## src/rtl/riscv_mem_pkg.sv

```systemverilog
// riscv_mem_pkg
// Shared definitions for the MEM-stage load/store unit of the RV32I pipeline.
// Contents:
//   - funct3 access-size encodings (B, H, W, BU, HU)
//   - access-size enum and a decoder that folds 011/110/111 into a word access
//   - LSU state enum (IDLE / BUSY / DONE)
//   - byte-enable width of the 32-bit data bus
// No ports; imported by the interface, the top and the load extender.
package riscv_mem_pkg;

  // One enable bit per byte lane of the 32-bit data bus.
  localparam int unsigned BE_W = 4;

  // funct3 encodings for loads and stores.
  localparam logic [2:0] F3_B  = 3'b000;
  localparam logic [2:0] F3_H  = 3'b001;
  localparam logic [2:0] F3_W  = 3'b010;
  localparam logic [2:0] F3_BU = 3'b100;
  localparam logic [2:0] F3_HU = 3'b101;

  typedef enum logic [1:0] {
    SZ_BYTE,
    SZ_HALF,
    SZ_WORD
  } size_e;

  typedef enum logic [1:0] {
    IDLE,
    BUSY,
    DONE
  } lsu_state_e;

  // Reserved encodings (011, 110, 111) fall through to a full-word access.
  function automatic size_e decode_size(input logic [2:0] funct3);
    size_e sz;
    case (funct3)
      F3_B, F3_BU: sz = SZ_BYTE;
      F3_H, F3_HU: sz = SZ_HALF;
      F3_W:        sz = SZ_WORD;
      default:     sz = SZ_WORD;
    endcase
    return sz;
  endfunction

endpackage

```

## src/rtl/mem_stage_lsu_if.sv

```systemverilog
// mem_stage_lsu_if
// Single-outstanding req/ack data-memory bus between the MEM-stage LSU and
// data memory.
// Signals:
//   dmem_req    request, held until ack
//   dmem_we     1 = write, 0 = read
//   dmem_addr   word-aligned byte address
//   dmem_wdata  lane-replicated store data
//   dmem_be     byte enables
//   dmem_ack    one-cycle completion pulse from memory
//   dmem_rdata  read data, valid together with ack
// Modports: master (LSU side), slave (memory side).
interface mem_stage_lsu_if;
  import riscv_mem_pkg::*;

  logic            dmem_req;
  logic            dmem_we;
  logic [31:0]     dmem_addr;
  logic [31:0]     dmem_wdata;
  logic [BE_W-1:0] dmem_be;
  logic            dmem_ack;
  logic [31:0]     dmem_rdata;

  modport master (
    output dmem_req, dmem_we, dmem_addr, dmem_wdata, dmem_be,
    input  dmem_ack, dmem_rdata
  );

  modport slave (
    input  dmem_req, dmem_we, dmem_addr, dmem_wdata, dmem_be,
    output dmem_ack, dmem_rdata
  );

endinterface

```

## src/rtl/mem_stage_lsu_load_extend.sv

```systemverilog
// load_extend
// Purely combinational load-data formatter: picks the addressed byte or
// halfword out of the 32-bit read word and sign- or zero-extends it.
// Ports:
//   rdata_i   [31:0]  raw word returned by data memory
//   offset_i  [1:0]   byte offset of the access inside the word
//   funct3_i  [2:0]   load funct3 (size in [1:0], unsigned flag in [2])
//   data_o    [31:0]  extended load result
module load_extend
  import riscv_mem_pkg::*;
(
  input  logic [31:0] rdata_i,
  input  logic [1:0]  offset_i,
  input  logic [2:0]  funct3_i,
  output logic [31:0] data_o
);

  logic [7:0]  byteLane;
  logic [15:0] halfLane;

  // Lane selection first, then extension; funct3[2] marks BU/HU.
  always_comb begin
    byteLane = 8'h00;
    case (offset_i)
      2'd0:    byteLane = rdata_i[7:0];
      2'd1:    byteLane = rdata_i[15:8];
      2'd2:    byteLane = rdata_i[23:16];
      default: byteLane = rdata_i[31:24];
    endcase

    halfLane = offset_i[1] ? rdata_i[31:16] : rdata_i[15:0];

    data_o = rdata_i;
    case (decode_size(funct3_i))
      SZ_BYTE: data_o = funct3_i[2] ? {24'h000000, byteLane}
                                    : {{24{byteLane[7]}}, byteLane};
      SZ_HALF: data_o = funct3_i[2] ? {16'h0000, halfLane}
                                    : {{16{halfLane[15]}}, halfLane};
      default: data_o = rdata_i;
    endcase
  end

endmodule

```

## src/rtl/mem_stage_lsu.sv

```systemverilog
// mem_stage_lsu
// MEM-stage load/store unit of the 5-stage RV32I pipeline. Takes one load or
// store from the EX/MEM register, issues it on a single-outstanding req/ack
// data bus, and returns the aligned, extended load result toward MEM/WB.
// The upstream pipeline is frozen through stall_out while an access is in
// flight; a one-cycle DONE state lets EX/MEM advance past the finished op.
//
// Ports:
//   clk, reset       rising-edge clock, synchronous active-high reset
//   valid_in         EX/MEM holds a load or store this cycle
//   mem_rw_in        1 = store, 0 = load
//   instruction_in   EX/MEM instruction; funct3 = [14:12]
//   alu_result_in    effective byte address
//   store_data_in    rs2 value
//   dmem             data bus (mem_stage_lsu_if.master)
//   load_data_out    extended load result (registered, held)
//   load_valid_out   one-cycle pulse when load_data_out is fresh
//   stall_out        freeze PC, IF/ID, ID/EX, EX/MEM
//   misalign_out     one-cycle pulse on a trapped misaligned access
//
// Build option LSU_MISALIGN_TRAP_EN:
//   defined   - misaligned H/W accesses skip the bus and pulse misalign_out
//   undefined - low address bits are forced to alignment; misalign_out is 0
module mem_stage_lsu
  import riscv_mem_pkg::*;
(
  input  logic                   clk,
  input  logic                   reset,
  input  logic                   valid_in,
  input  logic                   mem_rw_in,
  input  logic [31:0]            instruction_in,
  input  logic [31:0]            alu_result_in,
  input  logic [31:0]            store_data_in,
  mem_stage_lsu_if.master        dmem,
  output logic [31:0]            load_data_out,
  output logic                   load_valid_out,
  output logic                   stall_out,
  output logic                   misalign_out
);

  lsu_state_e      state_q;
  logic            req_q;
  logic            we_q;
  logic [31:0]     addr_q;
  logic [31:0]     wdata_q;
  logic [BE_W-1:0] be_q;
  logic [1:0]      offset_q;
  logic [2:0]      funct3_q;
  logic [31:0]     loadData_q;
  logic            loadValid_q;
  logic            misalign_q;

  logic [2:0]      funct3In;
  size_e           sizeIn;
  logic [31:0]     addr_d;
  logic [31:0]     wdata_d;
  logic [BE_W-1:0] be_d;
  logic [1:0]      offset_d;
  logic [31:0]     extData;
  logic            trapHit;
  logic            unusedInstrBits;

  assign funct3In = instruction_in[14:12];
  assign sizeIn   = decode_size(funct3In);
  assign addr_d   = {alu_result_in[31:2], 2'b00};

  // Only funct3 matters here; the rest of the instruction is consumed elsewhere.
  assign unusedInstrBits = ^{instruction_in[31:15], instruction_in[11:0]};

  // Build the bus beat for the incoming op. The offset is forced to the
  // natural alignment of the access size, so a misaligned half or word
  // (when not trapped) lands on the aligned lanes below it.
  always_comb begin
    offset_d = alu_result_in[1:0];
    be_d     = 4'b1111;
    wdata_d  = store_data_in;
    case (sizeIn)
      SZ_BYTE: begin
        be_d    = 4'b0001 << offset_d;
        wdata_d = {4{store_data_in[7:0]}};
      end
      SZ_HALF: begin
        offset_d = {alu_result_in[1], 1'b0};
        be_d     = 4'b0011 << offset_d;
        wdata_d  = {2{store_data_in[15:0]}};
      end
      default: begin
        offset_d = 2'b00;
      end
    endcase
  end

`ifdef LSU_MISALIGN_TRAP_EN
  assign trapHit = ((sizeIn == SZ_HALF) && alu_result_in[0]) ||
                   ((sizeIn == SZ_WORD) && (alu_result_in[1:0] != 2'b00));
`else
  assign trapHit = 1'b0;
`endif

  load_extend u_load_extend (
    .rdata_i  (dmem.dmem_rdata),
    .offset_i (offset_q),
    .funct3_i (funct3_q),
    .data_o   (extData)
  );

  // Access sequencer. IDLE latches the op and starts the bus request (or,
  // for a trapped misaligned op, jumps straight to DONE). BUSY holds the
  // request until ack and captures load data. DONE is a single cycle in
  // which valid_in is ignored because EX/MEM still shows the finished op.
  // Pulses (load_valid, misalign) default low every cycle.
  always_ff @(posedge clk) begin
    if (reset) begin
      state_q     <= IDLE;
      req_q       <= 1'b0;
      we_q        <= 1'b0;
      addr_q      <= 32'h0;
      wdata_q     <= 32'h0;
      be_q        <= '0;
      offset_q    <= 2'b00;
      funct3_q    <= 3'b000;
      loadData_q  <= 32'h0;
      loadValid_q <= 1'b0;
      misalign_q  <= 1'b0;
    end else begin
      loadValid_q <= 1'b0;
      misalign_q  <= 1'b0;
      case (state_q)
        IDLE: begin
          if (valid_in) begin
            if (trapHit) begin
              state_q    <= DONE;
              misalign_q <= 1'b1;
            end else begin
              state_q  <= BUSY;
              req_q    <= 1'b1;
              we_q     <= mem_rw_in;
              addr_q   <= addr_d;
              wdata_q  <= wdata_d;
              be_q     <= be_d;
              offset_q <= offset_d;
              funct3_q <= funct3In;
            end
          end
        end
        BUSY: begin
          if (dmem.dmem_ack) begin
            state_q <= DONE;
            req_q   <= 1'b0;
            if (!we_q) begin
              loadData_q  <= extData;
              loadValid_q <= 1'b1;
            end
          end
        end
        DONE: begin
          state_q <= IDLE;
        end
        default: begin
          state_q <= IDLE;
        end
      endcase
    end
  end

  // Bus outputs come straight from registers so they stay put while req is up.
  assign dmem.dmem_req   = req_q;
  assign dmem.dmem_we    = we_q;
  assign dmem.dmem_addr  = addr_q;
  assign dmem.dmem_wdata = wdata_q;
  assign dmem.dmem_be    = be_q;

  assign load_data_out  = loadData_q;
  assign load_valid_out = loadValid_q;
  assign misalign_out   = misalign_q;

  // Stall must rise in the same cycle the op shows up in IDLE so EX/MEM holds
  // it; reset keeps it low so nothing upstream freezes during reset.
  assign stall_out = !reset &&
                     (((state_q == IDLE) && valid_in) || (state_q == BUSY));

endmodule

```

## src/flat_wrapper.sv

```systemverilog
// flat-port wrapper written by rule: the top's interface ports become plain ports
module mem_stage_lsu_flat import riscv_mem_pkg::*;
  (clk, reset, valid_in, mem_rw_in, instruction_in, alu_result_in, store_data_in, load_data_out, load_valid_out, stall_out, misalign_out, dmem_dmem_req, dmem_dmem_we, dmem_dmem_addr, dmem_dmem_wdata, dmem_dmem_be, dmem_dmem_ack, dmem_dmem_rdata);
  mem_stage_lsu_if dmem_i ();
  input  logic clk;
  input  logic reset;
  input  logic valid_in;
  input  logic mem_rw_in;
  input  logic [31:0] instruction_in;
  input  logic [31:0] alu_result_in;
  input  logic [31:0] store_data_in;
  output logic [31:0] load_data_out;
  output logic load_valid_out;
  output logic stall_out;
  output logic misalign_out;
  output wire logic [$bits(dmem_i.dmem_req)-1:0] dmem_dmem_req;
  output wire logic [$bits(dmem_i.dmem_we)-1:0] dmem_dmem_we;
  output wire logic [$bits(dmem_i.dmem_addr)-1:0] dmem_dmem_addr;
  output wire logic [$bits(dmem_i.dmem_wdata)-1:0] dmem_dmem_wdata;
  output wire logic [$bits(dmem_i.dmem_be)-1:0] dmem_dmem_be;
  input wire logic [$bits(dmem_i.dmem_ack)-1:0] dmem_dmem_ack;
  input wire logic [$bits(dmem_i.dmem_rdata)-1:0] dmem_dmem_rdata;
  assign dmem_dmem_req = dmem_i.dmem_req;
  assign dmem_dmem_we = dmem_i.dmem_we;
  assign dmem_dmem_addr = dmem_i.dmem_addr;
  assign dmem_dmem_wdata = dmem_i.dmem_wdata;
  assign dmem_dmem_be = dmem_i.dmem_be;
  assign dmem_i.dmem_ack = dmem_dmem_ack;
  assign dmem_i.dmem_rdata = dmem_dmem_rdata;
  mem_stage_lsu u_core (.clk(clk), .reset(reset), .valid_in(valid_in), .mem_rw_in(mem_rw_in), .instruction_in(instruction_in), .alu_result_in(alu_result_in), .store_data_in(store_data_in), .dmem(dmem_i), .load_data_out(load_data_out), .load_valid_out(load_valid_out), .stall_out(stall_out), .misalign_out(misalign_out));
endmodule
```

## config.mk

```make
export PLATFORM = sky130hd
export DESIGN_NAME = mem_stage_lsu_flat
export DESIGN_NICKNAME = d
export VERILOG_FILES = /design/src/rtl/riscv_mem_pkg.sv /design/src/rtl/mem_stage_lsu_if.sv /design/src/rtl/mem_stage_lsu_load_extend.sv /design/src/rtl/mem_stage_lsu.sv /design/src/flat_wrapper.sv
export SDC_FILE = /design/constraint.sdc
export NUM_CORES = 1
export LEC_CHECK = 0
export CORE_AREA = 2 2 91 93
export DETAILED_ROUTE_END_ITERATION = 10
export DIE_AREA = 0 0 93 95
export DONT_BUFFER_PORTS = 1
export PLACE_DENSITY = 0.76
export SLEW_MARGIN = 20
export SYNTH_ARGS = -nofsm -noshare
export SYNTH_HDL_FRONTEND = slang
export SYNTH_SLANG_ARGS = --single-unit
export TNS_END_PERCENT = 50
```

## constraint.sdc

```tcl
create_clock -name clk -period 3.6 [get_ports clk]
set_input_delay 0.72 -clock clk [delete_from_list [all_inputs] [get_ports clk]]
set_output_delay 0.72 -clock clk [all_outputs]
set_load 0.05 [all_outputs]
```

==> out/results.ini, run 1 <==
[yosys]
synth-async-reset-ratio_pct = 0
syn_area_per_cell_sq_um = 8.20
ys_warn_count = 0
netlist_instances = 571
synth-compound-area-share_pct = 22.2
yosys.area.top_type_share_pct = 46.2
yosysTopAreaCell = dfxtp_1
synthesis.area_sq_um = 4680
synth_top_family_by_area = compound AO/OA/AOI/OAI gates
yosys-top-cells-area = dfxtp_1 46%, nand2_1 11%, a21oi_1 6.3%
synth.distinct_cells = 41
ys_ff_latch = 108
synthAdderAreaFrac_pct = 0
ys.flop_type = dfxtp_1
synthMuxAreaShare_pct = 6.89
yosys.area_share.simple_pct = 19.4
synth-edff-count = 0
ys_seq_area_share_pct = 46.2
synthXorXnorAreaFrac_pct = 0

[worst_setup_path]
reg2reg_from = u_core.funct3_q[1]
critPathKind = flip-flop to flip-flop
critPathLaunchType = flip-flop
worstSetupEndpointType = flip-flop
required_ns = 3.80
arrival_ns = 2.52
crit_fanout = 36
reg2reg_depth = 5
reg2reg_to = u_core.load_data_out[20]
r2r_slack_ns = 1.28

[clock_tree]
cts_root_buf = clkbuf_8
cts_tree = built
hold_buffers = 0
cts.sinks = 108
clockBufferDepth = 2
clkSlewWorstSetupHoldPaths_ns = 0.11
cts_setup_buffers = 0
clkLatencyLatePin_ns = 0.36
cts.repair.resized = 0
h-tree-depth = 3
cts_buffers = 9

[global_routing]
grt_overflow_total = 0
grt_max_degree = 109
grt_util_all_layers_pct = 25.0
grt_pass1_wl_um = 17500
antenna_found_initial = 0
grt_pass1_vias = 3594

[timing]
report.final.slew_viol_count = 0
setup_viol = 0
finalCritPeriodShare_pct = 64.6
slew_headroom_pct = 43.4
worst_slack_ns = 1.28
rsz0062_at_grt = no
fin_setup_tns_ns = 0
worst_pin_slew_ns = 0.850
hold_viol_final = 0
fin_crit_ns = 2.32
fmax_mhz = 430
skew_ns = 0.0128

[routing]
postRouteAntennaNets = 0
drt_iter0_drc = 128
num_vias = 3863
wire_per_inst_um = 17.8
drc = 0
viasPerCell = 5.96
dr.pass1.iters = 4
drt_wl_total_um = 11600

[finish]
fin_area_sq_um = 4830
antenna_cells = 0
drive_gt1_share_pct = 8.10
utilization_pct = 60.9
nFillCells = 741
area_growth_pct = 3.15
nets = 671
stdcell_count = 648

[floorplanning]
die-area_sq_um = 8840
core_area_sq_um = 7930
dieWidth_um = 93
fp.dieH_um = 95
start_util_pct = 59.1
row_count = 33
boundaryPins = 238

[worst_hold_path]
whs_path_depth = 1
hp-start = reset
hold_path.class = input pin to flip-flop
hold_path_end = u_core.dmem.dmem_addr[20]

[placed_design]
port_buffers = 0
gp_congestion = 0.835
dp.cells = 632
dp_slack_ns = 1.23
dpl-instance-area_sq_um = 4640
hpwl_um = 8120

[power]
irDropWorstVdd_mv = 0.328
leakage_nw = 1.74
powerDensity_nw_per_um2 = 531

[job]
maxCapViolCount = 0

[status]
outcome = finished clean

[kinds of logic (layout without fill, tap and decap cells)]
logic type | count (synthesis) | count (layout)
buffers and inverters | 56 | 26
muxes | 31 | 31
AOI/OAI and AO/OA | 153 | 153
DFF | 108 | 108
and+or+nand+nor | 222 | 222
other | 1 | 3
[placed cells by master, fill, tap and decap left out, drive strengths merged, types with 2 or more instances in the layout]
master     n
a211oi    42
a21oi     59
a22o       3
a22oi      3
a2bb2oi    6
a311oi     8
and2       5
and3       2
buf        6
clkbuf    11
clkinv     3
conb       3
dfxtp    108
inv        5
mux2       7
mux2i     24
nand2    141
nand2b     2
nand3b     6
nor2      55
nor3       4
o21ai     23
o21bai     2
[state kept, by name (all words and copies together) (netlist names)]
signal	flops
u_core.dmem.dmem_addr	30
u_core.dmem.dmem_be	4
u_core.dmem.dmem_req	1
u_core.dmem.dmem_wdata	32
u_core.dmem.dmem_we	1
u_core.funct3_q	3
u_core.load_data_out	32
u_core.load_valid_out	1
u_core.offset_q	2
u_core.state_q	2
[cell usage after synthesis (3+ instances only)]
cell type	count
clkbuf_1	34
mux2i_1	24
and2_1	5
dfxtp_1	108
nand2_1	141
o21ai_0	23
a311oi_1	8
a21oi_1	59
a211oi_2	11
a22oi_1	3
a2bb2oi_1	6
buf_2	13
mux2_2	6
a22o_1	3
nor3_1	4
buf_4	3
nand3b_1	6
a211oi_1	31
inv_1	4
nor2_1	55
[stage by stage]
stage          total power, W  hold WS [ns]
2_1_floorplan         0.00186         0.446
3_3_place_gp          0.00188         0.457
3_5_place_dp          0.00189         0.464
4_1_cts               0.00258         0.393
5_1_grt               0.00267         0.387
6_report              0.00257         0.418
[per-layer routing]
layer | vias up | GRT usage, % | wire length (um)
met5 | - | 0 | 0
li1 | 1889 | - | -
met2 | 165 | 42.8 | 5670
met3 | 16 | 9.74 | 1200
met1 | 1793 | 27.9 | 4460
met4 | 0 | 10.4 | 225
[worst max-delay path: stages, from the launching register on]
cell,delay [ns]
dfxtp_1,0.39
buf_4,0.36
nor2b_1,0.16
a32o_2,0.34
o31ai_4,0.74
a211oi_1,0.17
[power breakdown]
group          internal (W)  switching, W  total [W]
Combinational      0.000107      0.000152   0.000259
Sequential          0.00127      0.000324    0.00160
Clock              0.000280      0.000429   0.000709
Total               0.00166      0.000905    0.00257
[worst max-delay path by stage]
stage | start | slack (ns) | to | depth (start not counted)
after floorplan | reset | 0.87 | stall_out | 2
after global placement | dmem_dmem_rdata[23] | 1.27 | u_core.load_data_out[31] | 4
after detailed placement | dmem_dmem_rdata[23] | 1.23 | u_core.load_data_out[16] | 4
after CTS | u_core.funct3_q[1] | 1.31 | u_core.load_data_out[20] | 5
after global routing | u_core.funct3_q[1] | 1.12 | u_core.load_data_out[19] | 5
final | u_core.funct3_q[1] | 1.28 | u_core.load_data_out[20] | 5
[final cells by class]
class	count	area, sq um	share of cell area [%]
multi-input combinational	409	2290	47.4
clock inverter	5	45.0	0.932
tap	105	131	2.72
timing repair buffer	6	45.0	0.932
inverter	4	15.0	0.311
clock buffer	11	141	2.93
sequential	108	2160	44.8
No activity file was read; power rests on OpenSTA's default activity.
==> run 2, diff against run 1 <==
--- a/config.mk
+++ b/config.mk
@@ -5,11 +5,11 @@
 export SDC_FILE = /design/constraint.sdc
 export NUM_CORES = 1
 export LEC_CHECK = 0
-export CORE_AREA = 2 2 91 93
+export CORE_AREA = 2 2 92 94
 export DETAILED_ROUTE_END_ITERATION = 10
-export DIE_AREA = 0 0 93 95
+export DIE_AREA = 0 0 94 96
 export DONT_BUFFER_PORTS = 1
-export PLACE_DENSITY = 0.76
+export PLACE_DENSITY = 0.75
 export SLEW_MARGIN = 20
 export SYNTH_ARGS = -nofsm -noshare
 export SYNTH_HDL_FRONTEND = slang
==> constraint.sdc (replaced) <==
create_clock -name clk -period 2.43 [get_ports clk]
set_input_delay 0.486 -clock clk [delete_from_list [all_inputs] [get_ports clk]]
set_output_delay 0.486 -clock clk [all_outputs]
set_load 0.05 [all_outputs]
==> run 2 against run 1 <==
  * Clock skew is 0.0044 ns higher
  * Core utilization fell by 0.67 points
  * Register-to-register slack got worse by 0.69 ns
  * Highest routed layer unchanged
  * Setup slack worse by 0.69 ns
  * Fmax up 26%
  * Routed wire length increased by 1.7%
  * Largest power group unchanged
==> out/results.ini, run 2 (synthesized netlist as in run 1, its figures left out) <==
[timing]
hold_viol_final = 0
report.final.slew_viol_count = 0
fin_setup_tns_ns = 0
skew_ns = 0.0171
setup_viol = 0
fmax_mhz = 541
slew_headroom_pct = 55.3
fin_crit_ns = 1.85
worst_pin_slew_ns = 0.668
finalCritPeriodShare_pct = 76.1
rsz0062_at_grt = no

[finish]
area_growth_pct = 3.61
final_common_cell = nand2_1
multi_input_area_sq_um = 2290
regArea_sq_um = 2160
utilization_pct = 60.3
nets = 674
nFillCells = 737
antenna_cells = 0
drive_gt1_share_pct = 8.62
final_cell_mix = 141 x nand2_1, 108 x dfxtp_1, 59 x a21oi_1

[clock_tree]
cts_tree = built
cts_root_buf = clkbuf_8
hold_buffers = 0
cts.sinks = 108
cts_buffers = 9
cts_setup_buffers = 0
clkLatencyLatePin_ns = 0.37
clkSlewWorstSetupHoldPaths_ns = 0.11
clockBufferDepth = 2
h-tree-depth = 3
cts.repair.resized = 0

[worst_setup_path]
worstSetupEndpointType = flip-flop
critPathLaunchType = flip-flop
critPathSlowestCell = dfxtp_1
max_stage_delay_ns = 0.44
r2r_slack_ns = 0.58
crit_fanout = 16
cp_num_buf_inv = 1
cp_top_family = compound AO/OA/AOI/OAI gates
critical_path.cell_chain = mux2_4 -> a32o_2 -> o31ai_4 -> buf_4 -> a211oi_1
required_ns = 2.67
critPathKind = flip-flop to flip-flop
arrival_ns = 2.09

[floorplanning]
start_util_pct = 58.2
die-area_sq_um = 9020
row_count = 33
dieWidth_um = 94
core_area_sq_um = 8050
fp.dieH_um = 96
boundaryPins = 238

[placed_design]
gp_congestion = 0.833
port_buffers = 0
hpwl_um = 8470

[status]
outcome = finished clean

[routing]
dr.pass1.iters = 6
num_vias = 3883
drc = 0
postRouteAntennaNets = 0
drt_iter0_drc = 150
viasPerCell = 5.97
drt_wl_total_um = 11700
wire_per_inst_um = 18.1

[power]
p_int_w = 0.00243
powerDensity_nw_per_um2 = 776
irDropWorstVdd_mv = 0.299
p_seq_share_pct = 62.7
leakage_nw = 1.75
p_switching_w = 0.00134
clkPwrFrac_pct = 26.8
p_comb_share_pct = 10.5
p_sw_share_pct = 35.5

[global_routing]
antenna_found_initial = 0
grt_pass1_vias = 3718
grt_overflow_total = 0
grt_max_degree = 109
grt_util_all_layers_pct = 24.6
grt_pass1_wl_um = 17400

[worst_hold_path]
hold_path.class = input pin to flip-flop

[job]
maxCapViolCount = 0

run 2: changes by cell type in the layout (fill, tap and decap cells not counted), sizes merged:
cell and delta:
clkinv -1, clkbuf -2, buf +3, clkinvlp +2
run 2: path summary, 6_finish.rpt:
path / cells after the start / startpoint / to
worst min-delay path: 1 / reset / u_core.dmem.dmem_addr[29]
worst max register to register: 5 / u_core.offset_q[0] / u_core.load_data_out[17]
worst max-delay path: 5 / u_core.offset_q[0] / u_core.load_data_out[17]
worst min register to register: 2 / u_core.funct3_q[2] / u_core.funct3_q[2]
run 2: layout make-up:
| class | instances | area share [%] |
|---|---|---|
| multi-input combinational | 409 | 47.2 |
| sequential | 108 | 44.6 |
| tap | 105 | 2.71 |
| clock buffer | 9 | 2.55 |
| timing repair buffer | 9 | 1.65 |
| clock inverter | 6 | 1.06 |
| inverter | 4 | 0.309 |
run 2: worst register-to-register path: cells and delay by family, from the launching register on:
family | cells | cell delay, ns
muxes | 1 | 0.32
DFF | 1 | 0.44
AOI/OAI and AO/OA | 3 | 0.68
buffers and inverters | 1 | 0.29
run 2: power groups by stage:
stage	clock network, W	logic [W]	registers [W]
floorplan	0	0.000379	0.00237
global placement	0	0.000381	0.00240
detailed placement	0	0.000398	0.00241
CTS	0.00103	0.000399	0.00236
global route	0.00111	0.000446	0.00238
finish	0.00101	0.000396	0.00236
run 2: through the flow:
| step | worst slack [ns] | instances | hold slack [ns] | power (W) | cell area [sq um] |
|---|---|---|---|---|---|
| after CTS | 0.597 | 650 | 0.157 | 0.00379 | 4850 |
| after detailed placement | 0.587 | 635 | 0.469 | 0.00280 | 4680 |
| final | 0.582 | 650 | 0.172 | 0.00377 | 4850 |
| after global routing | 0.469 | 650 | 0.144 | 0.00393 | 4850 |
| after floorplan | 0.164 | 573 | 0.446 | 0.00275 | 4690 |
| after global placement | 0.626 | 635 | 0.464 | 0.00278 | 4680 |
run 2: per-layer routing:
layer / GRT usage [%] / routed length [um] / vias up
li1: - / - / 1900
met4: 11.7 / 264 / 0
met2: 43.2 / 5910 / 165
met3: 8.85 / 1240 / 21
met1: 26.4 / 4340 / 1797
met5: 0 / 0 / -
==> run 3, diff against run 2 <==
--- a/config.mk
+++ b/config.mk
@@ -5,11 +5,11 @@
 export SDC_FILE = /design/constraint.sdc
 export NUM_CORES = 1
 export LEC_CHECK = 0
-export CORE_AREA = 2 2 92 94
+export CORE_MARGIN = 2
+export CORE_UTILIZATION = 57
 export DETAILED_ROUTE_END_ITERATION = 10
-export DIE_AREA = 0 0 94 96
 export DONT_BUFFER_PORTS = 1
-export PLACE_DENSITY = 0.75
+export PLACE_DENSITY = 0.76
 export SLEW_MARGIN = 20
 export SYNTH_ARGS = -nofsm -noshare
 export SYNTH_HDL_FRONTEND = slang
==> constraint.sdc (replaced) <==
create_clock -name clk -period 1.6 [get_ports clk]
set_input_delay 0.32 -clock clk [delete_from_list [all_inputs] [get_ports clk]]
set_output_delay 0.32 -clock clk [all_outputs]
set_load 0.05 [all_outputs]
==> run 3 against run 2 <==
  * The run now ends with setup timing left
  * Largest power group unchanged
  * Global-route usage grew 1.2 points
  * Register-to-register slack worse by 0.62 ns
  * Fmax grew 13%
  * Sequential power is 48% higher
  * Setup slack worse by 0.62 ns
  * Critical path depth increased by 1
==> out/results.ini, run 3 (synthesized netlist as in run 1, its figures left out) <==
[status]
outcome = finished with violations
violations = setup timing

[timing]
finalCritPeriodShare_pct = 102
hold_viol_final = 0
fin_setup_tns_ns = -0.344
report.final.slew_viol_count = 0
rsz0062_at_grt = yes
worst_pin_slew_ns = 0.573
slew_headroom_pct = 61.8
skew_ns = 0.0102
fin_crit_ns = 1.64
setup_viol = 16
fmax_mhz = 611
worst_slack_ns = -0.0369

[routing]
num_vias = 4011
drt_iter0_drc = 167
top_layer = met4
wl_met1_um = 4440
dr.pass1.iters = 4
dr_wl_met3_um = 1210
viasPerCell = 5.85
drt_wl_total_um = 12100
postRouteAntennaNets = 0
dr_wl_met2_um = 6270
wire_per_inst_um = 17.6
drc = 0

[worst_setup_path]
arrival_ns = 1.89
critPathSlowestCell = dfxtp_4
critical_path.cell_chain = mux2_4 -> a32o_2 -> o31ai_4 -> buf_6 -> buf_16 -> a211oi_2
cp_num_buf_inv = 2
worstSetupEndpointType = flip-flop
required_ns = 1.85
r2r_slack_ns = -0.04
critPathLaunchType = flip-flop
crit_fanout = 8
cp_top_family = compound AO/OA/AOI/OAI gates
critPathKind = flip-flop to flip-flop
max_stage_delay_ns = 0.38

[clock_tree]
clockBufferDepth = 2
cts_tree = built
cts.sinks = 108
cts_buffers = 9
cts_root_buf = clkbuf_8
clkSlewWorstSetupHoldPaths_ns = 0.10
clkLatencyLatePin_ns = 0.36
h-tree-depth = 3
hold_buffers = 2

[global_routing]
grt_pass1_wl_um = 18100
grt_overflow_total = 0
grt_max_degree = 103
grt_pass1_vias = 3774
grt_util_all_layers_pct = 25.8
antenna_found_initial = 0

[floorplanning]
fp.dieH_um = 94.6
boundaryPins = 238
dieWidth_um = 94.6
row_count = 33
start_util_pct = 57.9
die-area_sq_um = 8960
core_area_sq_um = 8090

[power]
p_comb_share_pct = 14.2
p_int_w = 0.00384
p_seq_share_pct = 59.2
irDropWorstVdd_mv = 0.629
clkPwrFrac_pct = 26.7
leakage_nw = 1.98
powerDensity_nw_per_um2 = 1120
p_sw_share_pct = 34.8
p_switching_w = 0.00205

[finish]
antenna_cells = 0
drive_gt1_share_pct = 15.7
fin_area_sq_um = 5260
area_growth_pct = 12.4
final_common_cell = nand2_1
final_cell_mix = 141 x nand2_1, 103 x dfxtp_1, 59 x a21oi_1
nets = 710

[placed_design]
port_buffers = 0
gp_congestion = 0.851
dpl-instance-area_sq_um = 4980
dp_slack_ns = -0.0406
hpwl_um = 8700

[worst_hold_path]
hold_path.class = input pin to flip-flop

[job]
maxCapViolCount = 0

run 3: layout make-up:
cell class	count	area, sq um
clock buffer	10	138
fill	700	2830
sequential	108	2170
tap	105	131
clock inverter	5	46.3
inverter	4	15.0
timing repair buffer	45	433
multi-input combinational	409	2330
run 3: metal layers:
layer / up-vias / global-route usage [%]
li1: 1970 / -
met4: 0 / 9.18
met1: 1848 / 28.5
met3: 17 / 9.02
met2: 176 / 45.7
met5: - / 0
run 3: power groups by stage:
| stage | registers [W] | logic [W] | clock network (W) |
|---|---|---|---|
| floorplan | 0.00361 | 0.000577 | 0 |
| global placement | 0.00355 | 0.000771 | 0 |
| detailed placement | 0.00355 | 0.000804 | 0 |
| CTS | 0.00349 | 0.000831 | 0.00162 |
| global route | 0.00351 | 0.000921 | 0.00174 |
| finish | 0.00349 | 0.000834 | 0.00157 |
run 3: stage by stage:
step                utilization [%]  hold slack, ns  cells  power (W)
floorplan                         -           0.426    573    0.00418
detailed placement             61.5           0.398    667    0.00436
global placement               61.5           0.395    667    0.00432
global route                   65.0        -0.00843    686    0.00617
CTS                            64.7        0.000374    686    0.00594
finish                         65.0          0.0334    686    0.00589
run 3: final timing paths:
path	start	endpoint	depth (start not counted)
min reg2reg	u_core.dmem.dmem_wdata[29]	u_core.dmem.dmem_wdata[29]	2
min	reset	u_core.dmem.dmem_addr[14]	1
max	u_core.offset_q[0]	u_core.load_data_out[22]	6
max reg2reg	u_core.offset_q[0]	u_core.load_data_out[22]	6
run 3: repair_timing:
item / CTS / global route
gates cloned: 1 / 0
setup buffers: 1 / 0
pin swaps: 1 / 3
resized for setup: 6 / 7
setup endpoints to repair: 22 / 28
hold endpoints to repair: 7 / 16
